**src/rtl/fp_sqrt_pkg.sv**
```systemverilog
// Shared constants and enumerations for the single-precision square-root datapath.
package fp_sqrt_pkg;

  localparam int          EXP_W    = 8;
  localparam int          MAN_W    = 23;
  localparam int          BIAS     = 127;
  localparam logic [31:0] NAN_VAL  = 32'hFFFFFFFF;
  localparam logic [31:0] PINF_VAL = 32'h7F800000;

  typedef enum logic [1:0] {
    IDLE,
    NORM,
    OUT
  } state_e;

  typedef enum logic [2:0] {
    CL_NORMAL,
    CL_DENORM,
    CL_ZERO,
    CL_PINF,
    CL_INVALID
  } fp_class_e;

endpackage

```
**src/rtl/fp_sqrt_classify.sv**
```systemverilog
// Combinational operand classifier: splits an IEEE-754 word into class, significand and
// unbiased exponent (denormals use the minimum normal exponent, hidden bit 0).
module fp_sqrt_classify
  import fp_sqrt_pkg::*;
#(
  parameter int EXP_W = fp_sqrt_pkg::EXP_W,
  parameter int MAN_W = fp_sqrt_pkg::MAN_W,
  parameter int BIAS  = fp_sqrt_pkg::BIAS
) (
  input  logic [EXP_W+MAN_W:0]   data,
  output fp_class_e              cls,
  output logic [MAN_W:0]         m,
  output logic signed [EXP_W+1:0] e
);

  localparam int E_W = EXP_W + 2;

  logic             sign;
  logic [EXP_W-1:0] exp_f;
  logic [MAN_W-1:0] frac;

  assign {sign, exp_f, frac} = data;

  always_comb begin
    cls = CL_NORMAL;
    m   = {1'b1, frac};
    e   = $signed({2'b00, exp_f}) - E_W'(BIAS);
    // Priority order matters: NaN first, then any negative non-zero (covers -inf).
    if (exp_f == '1 && frac != '0) begin
      cls = CL_INVALID;
    end else if (sign && (exp_f != '0 || frac != '0)) begin
      cls = CL_INVALID;
    end else if (exp_f == '1) begin
      cls = CL_PINF;
    end else if (exp_f == '0 && frac == '0) begin
      cls = CL_ZERO;
    end else if (exp_f == '0) begin
      cls = CL_DENORM;
      m   = {1'b0, frac};
      e   = E_W'(1) - E_W'(BIAS);
    end
  end

endmodule

```
**src/rtl/fp_sqrt_input_stage.sv**
```systemverilog
// Square-root front end: captures one operand per handshake, resolves special operands,
// normalises denormals and produces the parity-adjusted radicand and halved exponent.
module fp_sqrt_input_stage
  import fp_sqrt_pkg::*;
#(
  parameter int                       EXP_W   = fp_sqrt_pkg::EXP_W,
  parameter int                       MAN_W   = fp_sqrt_pkg::MAN_W,
  parameter int                       BIAS    = fp_sqrt_pkg::BIAS,
  parameter logic [EXP_W+MAN_W:0]     NAN_VAL = fp_sqrt_pkg::NAN_VAL
) (
  input  logic                   clk_i,
  input  logic                   rst_ni,
  input  logic                   in_valid_i,
  output logic                   in_ready_o,
  input  logic [EXP_W+MAN_W:0]   data_i,
  output logic                   out_valid_o,
  input  logic                   out_ready_i,
  output logic [MAN_W+1:0]       mant_o,
  output logic [EXP_W-1:0]       exp_o,
  output logic                   special_o,
  output logic [EXP_W+MAN_W:0]   special_val_o
);

  localparam int E_W = EXP_W + 2;

  state_e                 state;
  logic [MAN_W:0]         m_q;
  logic signed [E_W-1:0]  e_q;

  fp_class_e              cls;
  logic [MAN_W:0]         cls_m;
  logic signed [E_W-1:0]  cls_e;

  logic [MAN_W:0]         src_m;
  logic signed [E_W-1:0]  src_e;
  logic signed [E_W-1:0]  e_adj;
  logic [MAN_W+1:0]       fin_mant;
  logic [EXP_W-1:0]       fin_exp;

  fp_sqrt_classify #(
    .EXP_W(EXP_W),
    .MAN_W(MAN_W),
    .BIAS (BIAS)
  ) u_classify (
    .data(data_i),
    .cls (cls),
    .m   (cls_m),
    .e   (cls_e)
  );

  // One finaliser serves both the direct (IDLE) path and the post-shift (NORM) path.
  always_comb begin
    src_m = cls_m;
    src_e = cls_e;
    if (state == NORM) begin
      src_m = m_q << 1;
      src_e = e_q - E_W'(1);
    end
    if (src_e[0]) begin
      fin_mant = {src_m, 1'b0};
      e_adj    = src_e - E_W'(1);
    end else begin
      fin_mant = {1'b0, src_m};
      e_adj    = src_e;
    end
    fin_exp = EXP_W'(e_adj >>> 1) + EXP_W'(BIAS);
  end

  always_ff @(posedge clk_i or negedge rst_ni) begin
    if (!rst_ni) begin
      state         <= IDLE;
      in_ready_o    <= 1'b1;
      out_valid_o   <= 1'b0;
      mant_o        <= '0;
      exp_o         <= '0;
      special_o     <= 1'b0;
      special_val_o <= '0;
      m_q           <= '0;
      e_q           <= '0;
    end else begin
      case (state)
        IDLE: begin
          if (in_valid_i && in_ready_o) begin
            in_ready_o    <= 1'b0;
            mant_o        <= '0;
            exp_o         <= '0;
            special_o     <= 1'b1;
            special_val_o <= '0;
            out_valid_o   <= 1'b1;
            state         <= OUT;
            case (cls)
              CL_INVALID: special_val_o <= NAN_VAL;
              CL_PINF:    special_val_o <= {1'b0, {EXP_W{1'b1}}, {MAN_W{1'b0}}};
              CL_ZERO:    special_val_o <= data_i;
              CL_NORMAL: begin
                special_o <= 1'b0;
                mant_o    <= fin_mant;
                exp_o     <= fin_exp;
              end
              default: begin
                special_o   <= 1'b0;
                out_valid_o <= 1'b0;
                m_q         <= cls_m;
                e_q         <= cls_e;
                state       <= NORM;
              end
            endcase
          end
        end
        NORM: begin
          m_q <= src_m;
          e_q <= src_e;
          if (src_m[MAN_W]) begin
            mant_o      <= fin_mant;
            exp_o       <= fin_exp;
            out_valid_o <= 1'b1;
            state       <= OUT;
          end
        end
        OUT: begin
          if (out_ready_i) begin
            out_valid_o   <= 1'b0;
            in_ready_o    <= 1'b1;
            mant_o        <= '0;
            exp_o         <= '0;
            special_o     <= 1'b0;
            special_val_o <= '0;
            state         <= IDLE;
          end
        end
        default: begin
          state      <= IDLE;
          in_ready_o <= 1'b1;
        end
      endcase
    end
  end

endmodule

```
**config.mk**
```make
export PLATFORM = sky130hd
export DESIGN_NAME = fp_sqrt_input_stage
export DESIGN_NICKNAME = d
export VERILOG_FILES = /design/src/rtl/fp_sqrt_pkg.sv /design/src/rtl/fp_sqrt_classify.sv /design/src/rtl/fp_sqrt_input_stage.sv
export SDC_FILE = /design/constraint.sdc
export NUM_CORES = 1
export LEC_CHECK = 0
export CORE_MARGIN = 2
export CORE_UTILIZATION = 50
export DETAILED_ROUTE_END_ITERATION = 10
export PLACE_DENSITY = 0.77
export REMOVE_ABC_BUFFERS = 1
export SLEW_MARGIN = 20
export SYNTH_ARGS = -nofsm -noshare
export SYNTH_HDL_FRONTEND = slang
export SYNTH_HIERARCHICAL = 1
export SYNTH_SLANG_ARGS = --single-unit
```
**constraint.sdc**
```tcl
create_clock -name clk_i -period 2.99 [get_ports clk_i]
set_input_delay 0.299 -clock clk_i [delete_from_list [all_inputs] [get_ports clk_i]]
set_output_delay 0.299 -clock clk_i [all_outputs]
set_load 0.05 [all_outputs]
```
; Yosys cells after proc, flatten, opt, wreduce, memory -nomap -nowiden
; Index checks and enable logic that the tools add are counted.
[word_totals]
memories = 0
mem_bits_rw = 0
romBits = 0
ff_bits = 103
out_inout_bits = 68
inputBits = 36
latchBits = 0
[op_classes]
shift = 0
magnitude_cmp = 0
bitwise = 1
muxes = 55
n_reduce_logical = 21
eq_ne = 10
mul = 0
div_mod_pow = 0
n_addsub = 4
[ops]
columns = op, n
row1 = 24-bit two-way mux, 6
row2 = 25-bit two-way mux, 5
row3 = 32-bit case mux with 3 select lines, 1
row4 = 10-bit two-way mux, 8
row5 = 25-bit case mux with 3 select lines, 1
row6 = 32-bit two-way mux, 2
row7 = 32-bit case mux with 2 select lines, 1
row8 = 23-bit two-way mux, 2
row9 = 23-bit case mux with 2 select lines, 1
row10 = 8-bit two-way mux, 4
row11 = 8-bit case mux with 3 select lines, 1
row12 = 23-bit zero test, 1
row13 = 23-bit nonzero test, 1
row14 = 10-bit case mux with 2 select lines, 1
row15 = 3-bit two-way mux, 4
row16 = 3-bit AND reduction, 4
row17 = "10-bit by 2-bit subtractor with 10-bit output, second input constant", 1
row18 = 1-bit two-way mux, 9
row19 = 9-bit two-way mux, 1
row20 = "8-bit by 7-bit subtractor with 9-bit output, second input constant", 1
row21 = "9-bit by 2-bit subtractor with 9-bit output, second input constant", 1
row22 = "8-bit adder, second input constant", 1
row23 = "8-bit == test, second input constant", 1
row24 = 8-bit zero test, 1
row25 = other kinds (20), 32

; Longest topological paths before layout
; Gate-level depths: netlist of run 1.
[logic_depth]
word_depth = 13
ltp_mapped = 12
depth_no_buf = 12

; Hierarchy
; Netlist of run 1, hierarchy kept.
[modules_own_cells]
columns = mod, area_each_um2, n_inst, cells_each
row1 = fp_sqrt_input_stage, 5044.8, 1, 524
row2 = fp_sqrt_classify, 484.2, 1, 65

; Worst setup path after synthesis of run 1
; OpenSTA, ideal clock, no wires.
[synth_timing]
kind = input -> register
from = in data_i[23]
to = reg mant_o[11]
setup_ns = 0.122
cell_stages = 11
required_ns = 2.868
n_path_buf = 2
t_arrival_ns = 2.656
slack_ns = 0.212
path_cell_list = inv_1 > ha_1 > or4b_4 > nor4_4 > o211ai_4 > and2_1 > clkbuf_1 > mux2i_2 > clkbuf_1 > nand2_1 > a32o_1
[synth_rtl]
columns = item, line
row1 = "start, declared", fp_sqrt_input_stage.sv:15  ; input logic [EXP_W+MAN_W:0] data_i,
row2 = 8-bit zero test, "fp_sqrt_classify.sv:35, fp_sqrt_classify.sv:37"
row3 = 24-bit two-way mux or 1-bit logical AND (tied branches), "fp_sqrt_classify.sv:37, fp_sqrt_classify.sv:35"
row4 = 24-bit two-way mux, fp_sqrt_classify.sv:35  ; end else if (exp_f == '0 && frac == '0) begin
row5 = 24-bit two-way mux, fp_sqrt_classify.sv:33  ; end else if (exp_f == '1) begin
row6 = 24-bit two-way mux, fp_sqrt_classify.sv:31  ; end else if (sign && (exp_f != '0 || frac != '0)) begin
row7 = 24-bit two-way mux (*), fp_sqrt_classify.sv:29  ; if (exp_f == '1 && frac != '0) begin
row8 = named net cls_m[23], fp_sqrt_input_stage.sv:31  ; logic [MAN_W:0] cls_m;
row9 = 24-bit two-way mux (*), fp_sqrt_input_stage.sv:55  ; if (state == NORM) begin
row10 = 2-bit inequality test (no line) (*), --
row11 = 4-bit AND reduction (no line) (*), --
row12 = "end signal, assigned", fp_sqrt_input_stage.sv:97  ; mant_o <= fin_mant;
row13 = "end signal, assigned", fp_sqrt_input_stage.sv:114  ; mant_o <= fin_mant;
row14 = "end, declared", fp_sqrt_input_stage.sv:18  ; output logic [MAN_W+1:0] mant_o,
; The timed path passes the listed nets; every way through them passes the cells marked *. The select of a mux whose other input is x is not followed.
; A chain may end at the register's enable or synchronous reset.

; Final worst setup path of run 1
[layout_timing]
from = in data_i[23]
to = reg mant_o[16]
; The elaborated chain is that of the path after synthesis.

==> results of run 1 <==
==> stage by stage <==
step / util [%] / cell area [µm²] / hold slack (ps) / TNS, ps
finish: 66.1 / 7130 / 481 / 0
global route: 66.1 / 7130 / 517 / 0
CTS: 66.0 / 7120 / 487 / 0
detailed placement: 64.3 / 6940 / 381 / -9490
global placement: 64.3 / 6940 / 372 / -7240
floorplan: - / 5170 / 3.41 / -64310
==> path summary, 6_finish.rpt <==
path / start / to / depth (start not counted)
min in group asynchronous: rst_ni / special_val_o[30] / 2
setup reg to reg: e_q[0] / exp_o[7] / 8
max in group asynchronous: rst_ni / in_ready_o / 3
hold reg to reg: special_val_o[20] / special_val_o[20] / 2
setup / recovery: data_i[23] / mant_o[16] / 13
hold / removal: special_val_o[20] / special_val_o[20] / 2
==> state kept, by name (all words and copies together), names as in the netlist <==
signal / flops
special_o: 1
in_ready_o: 1
e_q: 9
mant_o: 25
m_q: 23
state: 2
exp_o: 8
out_valid_o: 1
special_val_o: 32
==> per-layer routing <==
metal	GRT usage (%)	vias up	part of all wire (%)
met1	32.5	2327	41
met4	8.06	0	1.7
li1	-	2281	-
met2	45.6	144	51
met3	4.30	17	6.1
met5	0	-	0
==> cell usage in the layout (no fill, tap or decap), types with 2 or more instances in the layout <==
master	count
nand2_1	109
clkdlybuf4s50_1	102
dfrtp_1	101
a21oi_1	53
buf_4	53
nor2_1	44
mux2i_1	32
o31ai_1	27
a32o_1	22
o21ai_1	18
clkbuf_8	11
inv_1	10
xnor2_1	9
a22o_1	9
nor4_1	7
ha_1	7
buf_12	7
xor2_1	6
nand3_1	6
o21ai_0	5
nand4_1	4
nand2b_1	3
nor3_1	3
inv_2	2
mux2_2	2
o21a_1	2
nor3b_2	2
or3_1	2
nor3b_1	2
nor3_2	2
a31oi_1	2
clkbuf_1	2
clkinv_4	2
and2_1	2
==> cell type report <==
class | instances | area (µm²) | share of cell area [%]
tap | 140 | 175 | 2.46
clock inverter | 2 | 17.5 | 0.246
multi-input combinational | 411 | 2610 | 36.6
sequential | 102 | 2550 | 35.8
clock buffer | 13 | 159 | 2.23
timing repair buffer | 163 | 1570 | 22.0
inverter | 12 | 45.0 | 0.632
==> what timing repair did <==
action | in CTS | in global routing
hold buffers | 1 | 0
resized for setup | 0 | 1
setup endpoints to repair | 0 | 32
hold endpoints to repair | 51 | 0
==> power breakdown <==
group / total [mW] / internal, mW / switching, mW
clock network: 0.821 / 0.349 / 0.473
registers: 2.01 / 1.76 / 0.249
logic: 3.18 / 1.07 / 2.11
total: 6.01 / 3.17 / 2.83
==> worst reg2reg max path: stages, from the launching register on <==
cell and delay [ps]:
dfrtp_1 620, inv_1 220, ha_1 320, nor3b_1 170, xor2_1 180, a211oi_2 390, nand4_1 160, xor2_1 170
a22o_1 200
==> summary.txt, run 1 <==
Job
  – Maxcap violations: 0

Synthesis
  – Total number of yosys warnings: 6
  – Cells after Synth: 588
  – Avg Synthesized Cell Area: 9.39 µm²
  – Mapped cell area: 5520 µm²

Critical path
  – Worst path max stage delay: 470 ps
  – CP max-delay cell: or4b_4
  – Most common cell on crit path: buf_4
  – WP data arrival: 3090 ps
  – Buf/Inv on CP: 5
  – Crit path kind: in2reg
  – CP Max Fanout: 19
  – Crit. End Element: flop
  – Cell Chain, Critical Path: clkdlybuf4s50_1, inv_1, ha_1, or4b_4, nor4_4, o211ai_4, buf_4, and2_1, buf_4, mux2i_2, buf_12, nand2_1, a32o_1
  – Worst reg2reg setup slack: 460 ps
  – CP delay by family, top: buffers and inverters
  – Worst EP required: 3250 ps
  – Startpoint class of the critical path: input pin

CTS
  – CTS sink cnt: 102
  – Max Root-Sink Buffers: 2
  – CTS tree: built
  – Num CTS Buffers: 9
  – Setup Fix Bufs, Post-CTS: 0
  – Clk pin slew, worst setup/hold paths: 100 ps
  – H-tree levels: 3
  – Skew-Pair Late Insertion Delay: 370 ps
  – Root Buffer: clkbuf_8

Drt
  – Routed Antenna Nets: 0
  – WL final: 14900 µm
  – DR vias/cell: 5.66
  – Post-DR wirelength/cell: 17.6 µm
  – 1st-pass router iterations: 4
  – DRT iter0 DRCs: 283
  – Via Count: 4769
  – DR DRC count: 0

Placement
  – DP Worst Slack: -197 ps
  – Placer Congestion: 0.924
  – Placed instance count: 827
  – DP HPWL: 11000 µm
  – Port bufs: 103

Timing
  – Relative slew slack: 54.1%
  – Worst Skew: 9.35 ps
  – Worst-margin pin slew: 689 ps
  – Pins Over Slew Limit: 0
  – RSZ-0062 raised after global routing: no
  – # setup viols final: 0
  – Achievable clock frequency: 0.354 GHz
  – Final Cycle Share: 94.5%
  – Tmin final: 2820 ps
  – Final Hold Fails: 0
  – Final worst setup slack: 165 ps

Floorplan
  – Die W: 109 µm
  – Rows: 38
  – IO Count: 104
  – Die Y: 109 µm
  – Die footprint: 11900 µm²
  – Core Area: 10800 µm²
  – Initial core utilization: 51.2%

Cells and area
  – Post-Layout Cell Count: 843
  – N_diodes: 0
  – Filler Cell Count: 903
  – Share of cells above drive strength 1: 14.1%
  – Area grow syn2layout: 29.1%
  – Fin nets: 743

Run status
  – Status: completed

Global routing
  – Global-route wire length before repair: 23700 µm
  – Largest net degree at the start of global routing: 53
  – Total congestion overflow: 0
  – Antenna violations before repair: 0
  – Vias in the first global route: 4771
  – GRT Total Usage: 25.9%

Power and ir drop
  – Tot Pwr: 6.01 mW
  – Worst IR Drop VDD: 0.538 mV
  – Leak: 3.04 nW
  – P per Cell Area: 843 nW/µm²

Min path
  – Hold crit path type: reg2reg
No activity file was read; power rests on OpenSTA's default activity.
==> run 2: changes to the inputs <==
--- a/config.mk
+++ b/config.mk
@@ -6,8 +6,9 @@
 export NUM_CORES = 1
 export LEC_CHECK = 0
 export CORE_MARGIN = 2
-export CORE_UTILIZATION = 50
+export CORE_UTILIZATION = 48
 export DETAILED_ROUTE_END_ITERATION = 10
+export GPL_TIMING_DRIVEN = 0
 export PLACE_DENSITY = 0.77
 export REMOVE_ABC_BUFFERS = 1
 export SLEW_MARGIN = 20
==> constraint.sdc (replaced) <==
create_clock -name clk_i -period 2.4 [get_ports clk_i]
set_input_delay 0.24 -clock clk_i [delete_from_list [all_inputs] [get_ports clk_i]]
set_output_delay 0.24 -clock clk_i [all_outputs]
set_load 0.05 [all_outputs]
==> run 2 against run 1 <==
  * Final area grew 6.2%
  * Global-route usage up 1.4 points
  * Cell count fell by 0.59%
  * Hold slack worse by 310 ps
  * Core utilization up 0.84 points
  * Clock-buffer cell count is 2 lower
  * Non-clock buffer count down 11
  * Sequential cell count is the same
  * Critical path depth decreased by 6
  * Critical endpoint is now exp_o[5]
  * Highest routed layer unchanged
==> summary.txt, run 2 (same netlist as run 1, synthesis figures left out) <==
Run status
  – Status: completed

Cells and area
  – Area grow syn2layout: 37.2%
  – Biggest register: special_val_o
  – N_diodes: 0
  – Commonest cells after routing, fill and taps aside: nand2_1, dfrtp_1, clkdlybuf4s50_1
  – Largest regs: special_val_o x32, mant_o x25, m_q x23
  – Fin nets: 734
  – Most common cell after layout, fill and taps aside: nand2_1
  – Largest register FFs: 32
  – Share of cells above drive strength 1: 21.4%
  – Filler Cell Count: 841

Power and ir drop
  – Tot Pwr: 8.55 mW
  – Switching pwr: 3.83 mW
  – Sw Ratio: 44.7%
  – Clk pwr share: 20.1%
  – Logic pwr share: 50.7%
  – P per Cell Area: 1130 nW/µm²
  – Internal power: 4.73 mW
  – Part of the power in registers: 29.2%
  – Leak: 3.23 nW
  – Worst IR Drop VDD: 0.864 mV

Min path
  – Sink of the worst hold path: special_val_o[24]
  – Hold Startpoint: data_i[24]
  – Hold path depth: 3
  – Hold crit path type: in2reg

Drt
  – DRT iter0 DRCs: 412
  – DR vias/cell: 6.15
  – Post-DR wirelength/cell: 21.2 µm
  – Via Count: 5152
  – DR DRC count: 0
  – 1st-pass router iterations: 5
  – Routed Antenna Nets: 0
  – WL final: 17700 µm

Critical path
  – Crit path kind: reg2reg
  – RR Startpoint: e_q[0]
  – Register-to-Register Path Depth: 7
  – Worst reg2reg setup slack: 50 ps
  – CP Max Fanout: 10
  – Worst Setup SP: e_q[0]
  – WP data arrival: 2590 ps
  – Crit. End Element: flop
  – Worst EP required: 2640 ps
  – Reg2reg end: exp_o[5]
  – Startpoint class of the critical path: flop

Floorplan
  – Die Y: 111 µm
  – Core Area: 11300 µm²
  – Die footprint: 12400 µm²
  – Initial core utilization: 48.8%
  – IO Count: 104
  – Rows: 39
  – Die W: 111 µm

Global routing
  – Antenna violations before repair: 0
  – Global-route wire length before repair: 26800 µm
  – Vias in the first global route: 5042
  – GRT Total Usage: 27.3%
  – Total congestion overflow: 0
  – Largest net degree at the start of global routing: 75

CTS
  – Num CTS Buffers: 9
  – Max Root-Sink Buffers: 2
  – Root Buffer: clkbuf_16
  – H-tree levels: 3
  – CTS sink cnt: 102
  – CTS tree: built
  – Skew-Pair Late Insertion Delay: 350 ps
  – Clk pin slew, worst setup/hold paths: 70 ps

Timing
  – Final worst setup slack: 54.0 ps
  – TNS Setup: 0 ps
  – Relative slew slack: 49.9%
  – Worst Skew: 9.42 ps
  – Final hold slack: 175 ps
  – Final Cycle Share: 97.7%
  – Achievable clock frequency: 0.426 GHz
  – # setup viols final: 0
  – RSZ-0062 raised after global routing: yes
  – Tmin final: 2350 ps
  – Pins Over Slew Limit: 0
  – Worst-margin pin slew: 750 ps
  – Final Hold Fails: 0

Placement
  – DP Worst Slack: -1370 ps
  – Port bufs: 103
  – Placer Congestion: 0.881
  – DP HPWL: 10000 µm

Job
  – Maxcap violations: 0
-- run 2: cell count changes in the layout (fill, tap and decap cells not counted), sizes merged --
cell           change
clkinvlp           +1
buf                -5
nor2               +1
clkdlybuf4s15      +3
clkdlybuf4s50     -31
clkbuf            +13
clkinv             -1
bufinv             +3
dlygate4sd2        +5
dlymetal6s2s       +2
o21bai             +1
-- run 2: repair_timing --
item	CTS	global route
pin swaps	19	15
hold buffers	1	0
gates resized for setup	78	76
setup buffers	23	14
gates cloned	5	2
endpoints found under the setup margin	101	95
endpoints found under the hold margin	28	0
-- run 2: power by group through the flow --
stage,registers [mW],logic [mW],clock network (mW)
2_1_floorplan,3.95,1.02,0
3_3_place_gp,2.49,3.78,0
3_5_place_dp,2.51,4.01,0
4_1_cts,2.49,4.22,1.72
5_1_grt,2.55,4.53,1.82
6_report,2.50,4.34,1.72
-- run 2: worst max-delay path: stages (launching register included) --
cell      delay, ps
dfrtp_2         500
inv_1           210
ha_2            280
nand2b_4         80
or4b_1          490
a31o_1          290
xor2_1          180
a22o_1          200
-- run 2: routing by layer --
metal	vias up	global-route usage, %	wire length (µm)
li1	2278	-	-
met1	2568	35.3	7150
met2	264	44.3	8620
met3	42	6.83	1520
met4	0	10.5	446
met5	-	0	0
-- run 2: layout make-up --
cell class	instances	area [µm²]	area share [%]
Clock buffer	11	243	3.21
Clock inverter	5	106	1.40
Inverter	12	47.5	0.628
Multi-Input combinational cell	413	2920	38.6
Sequential cell	102	2550	33.7
Tap cell	143	179	2.36
Timing Repair Buffer	152	1520	20.1
-- run 2: through the flow --
| stage | cell area (µm²) | utilization, % | cells |
|---|---|---|---|
| finish | 7570 | 66.9 | 838 |
| global route | 7570 | 66.9 | 838 |
| CTS | 7390 | 65.3 | 823 |
| detailed placement | 6570 | 58.0 | 778 |
| global placement | 6380 | 56.4 | 771 |
| floorplan | 5170 | - | 525 |
-- run 2: worst max-delay path by stage --
stage | to | slack [ps] | depth (start not counted)
4_1_cts | e_q[5] | 1 | 12
3_5_place_dp | e_q[4] | -1370 | 9
6_report | exp_o[5] | 50 | 7
5_1_grt | mant_o[8] | -30 | 9
3_3_place_gp | mant_o[18] | -3190 | 6
2_1_floorplan | e_q[1] | -1630 | 5
